===== config.mk =====
export PLATFORM = sky130hd
export DESIGN_NAME = rgb565_to_gray_stream_flat
export DESIGN_NICKNAME = d
export VERILOG_FILES = /design/src/rtl/rgb565_to_gray_stream_if.sv /design/src/rtl/rgb565_to_gray_stream.sv /design/src/flat_wrapper.sv
export SDC_FILE = /design/constraint.sdc
export NUM_CORES = 1
export LEC_CHECK = 0
export CORE_MARGIN = 4
export CORE_UTILIZATION = 55
export CTS_CLUSTER_SIZE = 8
export DETAILED_ROUTE_END_ITERATION = 8
export PLACE_DENSITY = 0.76
export SYNTH_ARGS = -nofsm -noshare
export SYNTH_HDL_FRONTEND = slang
export SYNTH_SLANG_ARGS = --single-unit
export TNS_END_PERCENT = 100

===== constraint.sdc =====
create_clock -name clk -period 6.4 [get_ports clk]
set_input_delay 1.6 -clock clk [delete_from_list [all_inputs] [get_ports clk]]
set_output_delay 1.6 -clock clk [all_outputs]
set_load 0.02 [all_outputs]

===== src/rtl/rgb565_to_gray_stream_if.sv =====
// Pixel stream bundle for the RGB565 -> luma converter: RGB input side and
// gray output side with frame position sidebands.
interface rgb565_to_gray_stream_if #(
    parameter int unsigned IMG_WIDTH  = 640,
    parameter int unsigned IMG_HEIGHT = 480,
    parameter int unsigned W          = 8
);
    localparam int unsigned CW = (IMG_WIDTH > 1) ? $clog2(IMG_WIDTH) : 1;
    localparam int unsigned RW = (IMG_HEIGHT > 1) ? $clog2(IMG_HEIGHT) : 1;

    logic          rgb_valid;
    logic          rgb_ready;
    logic [15:0]   rgb_data;
    logic          y_valid;
    logic          y_ready;
    logic [W-1:0]  y_data;
    logic          y_last;
    logic          frame_done;
    logic [CW-1:0] col;
    logic [RW-1:0] row;

    // Converter side: consumes RGB pixels, produces gray pixels.
    modport slave (
        input  rgb_valid, rgb_data, y_ready,
        output rgb_ready, y_valid, y_data, y_last, frame_done, col, row
    );

    // Environment side: drives RGB pixels, consumes gray pixels.
    modport master (
        output rgb_valid, rgb_data, y_ready,
        input  rgb_ready, y_valid, y_data, y_last, frame_done, col, row
    );
endinterface


===== src/rtl/rgb565_to_gray_stream.sv =====
// RGB565 to 8-bit luma converter: 2-stage valid/ready pipeline with full
// backpressure and output-side row/column tracking with end-of-frame flags.
module rgb565_to_gray_stream #(
    parameter int unsigned IMG_WIDTH  = 640,
    parameter int unsigned IMG_HEIGHT = 480,
    parameter int unsigned W          = 8
) (
    input logic                    clk,
    input logic                    rst_n,
    rgb565_to_gray_stream_if.slave bus
);
    localparam int unsigned CW = (IMG_WIDTH > 1) ? $clog2(IMG_WIDTH) : 1;
    localparam int unsigned RW = (IMG_HEIGHT > 1) ? $clog2(IMG_HEIGHT) : 1;
    localparam logic [CW-1:0] COL_MAX = CW'(IMG_WIDTH - 1);
    localparam logic [RW-1:0] ROW_MAX = RW'(IMG_HEIGHT - 1);

    // The luma datapath is hard-wired to 8 bits.
    if (W != 8) begin : g_bad_width
        $error("rgb565_to_gray_stream: W must be 8");
    end

    logic          s1_valid;
    logic [15:0]   pr_q;
    logic [15:0]   pg_q;
    logic [15:0]   pb_q;
    logic          s2_valid;
    logic [W-1:0]  y_q;
    logic [CW-1:0] col_q;
    logic [RW-1:0] row_q;
    logic          frame_done_q;

    logic          s1_load;
    logic          s2_load;
    logic          out_xfer;
    logic          at_last;
    logic [7:0]    r8;
    logic [7:0]    g8;
    logic [7:0]    b8;
    logic [15:0]   luma_sum;

    // Channel expansion, handshake qualifiers and luma sum.
    always_comb begin
        r8       = {bus.rgb_data[15:11], bus.rgb_data[15:13]};
        g8       = {bus.rgb_data[10:5],  bus.rgb_data[10:9]};
        b8       = {bus.rgb_data[4:0],   bus.rgb_data[4:2]};
        // Coefficients sum to 256, so the 16-bit sum cannot overflow.
        luma_sum = pr_q + pg_q + pb_q;
        s2_load  = !s2_valid || bus.y_ready;
        s1_load  = !s1_valid || s2_load;
        out_xfer = s2_valid && bus.y_ready;
        at_last  = (col_q == COL_MAX) && (row_q == ROW_MAX);
    end

    // Stage 1: weighted channel products.
    always_ff @(posedge clk) begin
        if (!rst_n) begin
            s1_valid <= 1'b0;
            pr_q     <= 16'd0;
            pg_q     <= 16'd0;
            pb_q     <= 16'd0;
        end else if (s1_load) begin
            s1_valid <= bus.rgb_valid;
            if (bus.rgb_valid) begin
                pr_q <= 16'(r8) * 16'd77;
                pg_q <= 16'(g8) * 16'd150;
                pb_q <= 16'(b8) * 16'd29;
            end
        end
    end

    // Stage 2: truncated luma output register.
    always_ff @(posedge clk) begin
        if (!rst_n) begin
            s2_valid <= 1'b0;
            y_q      <= '0;
        end else if (s2_load) begin
            s2_valid <= s1_valid;
            if (s1_valid) begin
                y_q <= W'(luma_sum[15:8]);
            end
        end
    end

    // Output pixel position, advancing on each output transfer.
    always_ff @(posedge clk) begin
        if (!rst_n) begin
            col_q <= '0;
            row_q <= '0;
        end else if (out_xfer) begin
            if (col_q == COL_MAX) begin
                col_q <= '0;
                row_q <= (row_q == ROW_MAX) ? '0 : row_q + RW'(1);
            end else begin
                col_q <= col_q + CW'(1);
            end
        end
    end

    // One-cycle pulse after the final pixel of a frame leaves.
    always_ff @(posedge clk) begin
        if (!rst_n) begin
            frame_done_q <= 1'b0;
        end else begin
            frame_done_q <= out_xfer && at_last;
        end
    end

    assign bus.rgb_ready  = s1_load;
    assign bus.y_valid    = s2_valid;
    assign bus.y_data     = y_q;
    assign bus.y_last     = s2_valid && at_last;
    assign bus.frame_done = frame_done_q;
    assign bus.col        = col_q;
    assign bus.row        = row_q;
endmodule


===== src/flat_wrapper.sv =====
// flat-port wrapper written by rule: the top's interface ports become plain ports
module rgb565_to_gray_stream_flat 
#(
    parameter int unsigned IMG_WIDTH  = 640,
    parameter int unsigned IMG_HEIGHT = 480,
    parameter int unsigned W          = 8
)
  (clk, rst_n, bus_rgb_valid, bus_rgb_data, bus_y_ready, bus_rgb_ready, bus_y_valid, bus_y_data, bus_y_last, bus_frame_done, bus_col, bus_row);
  rgb565_to_gray_stream_if #(.IMG_WIDTH(IMG_WIDTH), .IMG_HEIGHT(IMG_HEIGHT), .W(W)) bus_i ();
  input logic clk;
  input logic rst_n;
  input wire logic [$bits(bus_i.rgb_valid)-1:0] bus_rgb_valid;
  input wire logic [$bits(bus_i.rgb_data)-1:0] bus_rgb_data;
  input wire logic [$bits(bus_i.y_ready)-1:0] bus_y_ready;
  output wire logic [$bits(bus_i.rgb_ready)-1:0] bus_rgb_ready;
  output wire logic [$bits(bus_i.y_valid)-1:0] bus_y_valid;
  output wire logic [$bits(bus_i.y_data)-1:0] bus_y_data;
  output wire logic [$bits(bus_i.y_last)-1:0] bus_y_last;
  output wire logic [$bits(bus_i.frame_done)-1:0] bus_frame_done;
  output wire logic [$bits(bus_i.col)-1:0] bus_col;
  output wire logic [$bits(bus_i.row)-1:0] bus_row;
  assign bus_i.rgb_valid = bus_rgb_valid;
  assign bus_i.rgb_data = bus_rgb_data;
  assign bus_i.y_ready = bus_y_ready;
  assign bus_rgb_ready = bus_i.rgb_ready;
  assign bus_y_valid = bus_i.y_valid;
  assign bus_y_data = bus_i.y_data;
  assign bus_y_last = bus_i.y_last;
  assign bus_frame_done = bus_i.frame_done;
  assign bus_col = bus_i.col;
  assign bus_row = bus_i.row;
  rgb565_to_gray_stream #(.IMG_WIDTH(IMG_WIDTH), .IMG_HEIGHT(IMG_HEIGHT), .W(W)) u_core (.clk(clk), .rst_n(rst_n), .bus(bus_i));
endmodule

==> flow_summary_export.csv <==
group,metric,value,unit
critical_path,cpMaxStageDelayCell,"a2111oi_0",
drt,viasPerCell,5.88,
clock_network,cts_num_sinks,73,
critical_path,slowest_delay,0.83,ns
worst_hold_path,whs_endpoint,"u_core.pb_q[0]",
drt,wire_per_inst,15.7,µm
pwr,leakagePower,3.35,nW
critical_path,criticalPathCategory,"in2reg",
drt,detail-route-antenna-nets,0,
floorplanning,fp.dieW,116,µm
logic_synthesis,yosys_warnings,0,
critical_path,r2r_end,"u_core.bus.y_data[7]",
logic_synthesis,synth_top_flop_cell,"dfxtp_1",
clock_network,cts_tree,"done",
logic_synthesis,synthArstFlopShare,0,%
clock_network,clock_latency,0.34,ns
cells_and_area,nets,937,
placed_design,dpl.hpwl,11200,µm
logic_synthesis,synthesis.nets,893,
critical_path,start_kind,"input pin",
drt,drc,0,
sta,rsz0062_at_grt,"no",
floorplanning,io_pins,51,
cells_and_area,multiInputGateArea,4580,µm²
floorplanning,die_area,13400,µm²
critical_path,path_buf_inv,3,
global_routing,grt_use_total,22.9,%
sta,final.setup.worst_slack,0.811,ns
placed_design,gp_congestion,0.906,
floorplanning,start_util,56.1,%
sta,fmax,179,MHz
logic_synthesis,synth_area,6370,µm²
critical_path,r2r_start,"u_core.pb_q[3]",
floorplanning,fp-row-count,39,
sta,min_period_over_period,87.3,%
placed_design,portBuffers,50,
clock_network,post_cts_buffers,0,
critical_path,crit_family,"adder cells",
logic_synthesis,yosys-top-cells-area,"dfxtp_1, ha_1, fa_1",
sta,maxSlewHeadroom,37.1,%
clock_network,cts-root-buf,"clkbuf_16",
critical_path,endpoint_kind,"flop",
critical_path,r2r_slack,3.75,ns
logic_synthesis,synth_area_leader_cell,"dfxtp_1",
cells_and_area,syn_to_final_growth,14.6,%
pwr,powerDensity,274,nW/µm²
cells_and_area,fillers,981,
drt,vias,5372,
clock_network,cts_hold_buf,0,
logic_synthesis,ys_seq_elements,73,
sta,finalHoldViolations,0,
cells_and_area,diodes,0,
sta,timing.setup.tns,0,ns
placed_design,dp_slack,0.542,ns
critical_path,cp_common_cell,"ha_1",
global_routing,grt_pass1_vias,5402,
clock_network,post_cts_resized,0,
logic_synthesis,synth_top_area_share,22.9,%
sta,final.min_clock_period,5.59,ns
drt,firstDrtPassIters,6,
cells_and_area,area.sequential,1460,µm²
logic_synthesis,synth_cell_type_count,58,
sta,setup_viol,0,
critical_path,worst_ep_arrival_time,5.77,ns
pwr,worst_ir_drop_vdd,0.151,mV
sta,clock-skew-final,0.00849,ns
job,drv_cap,0,
critical_path,rr_worst_depth,9,
floorplanning,die_y,116,µm
drt,dr.first_iter.drc_count,403,
cells_and_area,drive_gt1_share,3.37,%
critical_path,crit_required,6.58,ns
global_routing,antenna_found_initial,0,
logic_synthesis,syn_inst,723,
logic_synthesis,synth.avg_cell_area,8.82,µm²
floorplanning,fp.coreArea,11400,µm²
sta,tightest_slew,0.941,ns
worst_hold_path,whs_path_depth,2,
drt,wirelength,14300,µm
clock_network,clkTransAtPathRegs,0.05,ns
clock_network,cts_buffers,9,
global_routing,grt_start_max_net_pins,47,
global_routing,grt_pass1_wl,24900,µm
run_status,status,"completed",
clock_network,h-tree-depth,3,
worst_hold_path,min-delay-start,"u_core.pb_q[0]",
worst_hold_path,hold_class,"reg2reg",
critical_path,crit_fanout,8,
global_routing,grt.overflow.total,0,
logic_synthesis,synth_edf_count,0,
logic_synthesis,synth-seq-area-share,22.9,%
sta,slew_violations,0,
critical_path,worstPathCellList,"clkdlybuf4s50_1 -> ha_1 -> ha_1 -> inv_1 -> fa_1 -> fa_1 -> inv_1 -> ha_1 -> o21a_1 -> o21a_1 -> a2111oi_0 -> o31ai_1 -> nor4b_1",
clock_network,clk_path_buf_depth,2,
[synth_stat cells (3+ instances only)]
cell	n
nor2_1	38
o21ai_0	33
clkbuf_1	15
a21oi_1	52
o31ai_1	4
o211ai_1	12
ha_1	114
inv_1	66
and3_1	10
nor4_1	5
nand2b_1	6
xor2_1	15
dfxtp_1	73
xnor2_1	14
fa_1	36
nand2_1	59
a21o_1	14
nor2b_1	3
and2_1	5
and4_1	3
o21a_1	11
a31oi_1	4
nand4_1	8
nor3_1	14
or3_1	11
a211o_1	4
o2111ai_1	4
or3b_2	3
nand3_1	39
a211oi_1	7
o21bai_1	4
buf_1	4
[cell usage in the layout (no fill, tap or decap), drive strengths merged, types with 3 or more instances in the layout]
cell	instances
ha	114
dfxtp	73
inv	67
nand2	59
a21oi	52
clkdlybuf4s50	50
nand3	39
nor2	38
fa	36
o21ai	33
xor2	15
nor3	15
a21o	14
xnor2	14
o211ai	12
o21a	11
or3	11
and3	10
clkbuf	10
nand4	8
a211oi	7
nor4	7
nand2b	6
and2	6
o2111ai	4
o31ai	4
a31oi	4
o21bai	4
a211o	4
or3b	4
and4	3
nor2b	3
buf	3
or4	3
[kinds of logic after synthesis]
family	count (synthesis)	share of synthesized area, %
xor+xnor	29	3.99
mux	2	0.314
flops	73	22.9
compound gates	163	16.3
buf+inv	87	5.24
simple gates	219	17.6
fa+ha+maj	150	33.7
[through the flow]
step	util (%)	cell area [µm²]	total power [W]	instances	hold slack, ns
floorplan	-	6370	0.00123	723	0.436
global placement	61.5	6990	0.00143	899	0.448
detailed placement	61.5	6990	0.00146	899	0.449
CTS	64.2	7300	0.00200	914	0.466
global route	64.2	7300	0.00216	914	0.481
finish	64.2	7300	0.00200	914	0.468
[worst min-delay path, delay by kind of cell (launching register included)]
family	cells	cell delay, ns
AND/OR/NAND/NOR	1	0.05
flip-flops	1	0.31
AO/OA/AOI/OAI	1	0.05
[routing by layer]
layer / wire [µm] / GRT usage, % / vias up
met3: 589 / 2.77 / 26
met2: 6970 / 40.0 / 135
met4: 325 / 8.82 / 0
met1: 6440 / 29.0 / 2540
li1: - / - / 2671
met5: 0 / 0 / -
[worst max path at each step]
| stage | startpoint | to | slack, ns | cells past startpoint |
|---|---|---|---|---|
| after floorplan | bus_rgb_data[7] | u_core.pg_q[13] | 1.62 | 12 |
| after global placement | bus_rgb_data[9] | u_core.pg_q[15] | 0.77 | 13 |
| after detailed placement | bus_rgb_data[9] | u_core.pg_q[15] | 0.54 | 13 |
| after CTS | bus_rgb_data[9] | u_core.pg_q[15] | 0.89 | 13 |
| after global routing | bus_rgb_data[9] | u_core.pg_q[13] | 0.47 | 13 |
| final | bus_rgb_data[9] | u_core.pg_q[15] | 0.81 | 13 |
[final cells by class]
| type | count | share of cell area, % |
|---|---|---|
| clock buffer | 10 | 3.14 |
| clock inverter | 5 | 1.11 |
| inverter | 67 | 3.44 |
| multi-input combinational | 563 | 62.7 |
| sequential | 73 | 20.0 |
| tap | 143 | 2.45 |
| timing repair buffer | 53 | 7.16 |
[sequential cells by signal, indices dropped and copies added, names as in the netlist]
name / cells
u_core.pg_q: 15
u_core.pr_q: 15
u_core.pb_q: 13
u_core.bus.col: 10
u_core.bus.row: 9
u_core.bus.y_data: 8
u_core.bus.frame_done: 1
u_core.bus.y_valid: 1
u_core.s1_valid: 1
[power breakdown]
part	leakage, nW	total [W]	internal, W	switching (W)
clock network	0.149	0.000529	0.000339	0.000190
logic	2.60	0.000904	0.000391	0.000513
registers	0.598	0.000566	0.000516	0.0000503
Power figures use the tool's default switching activity.
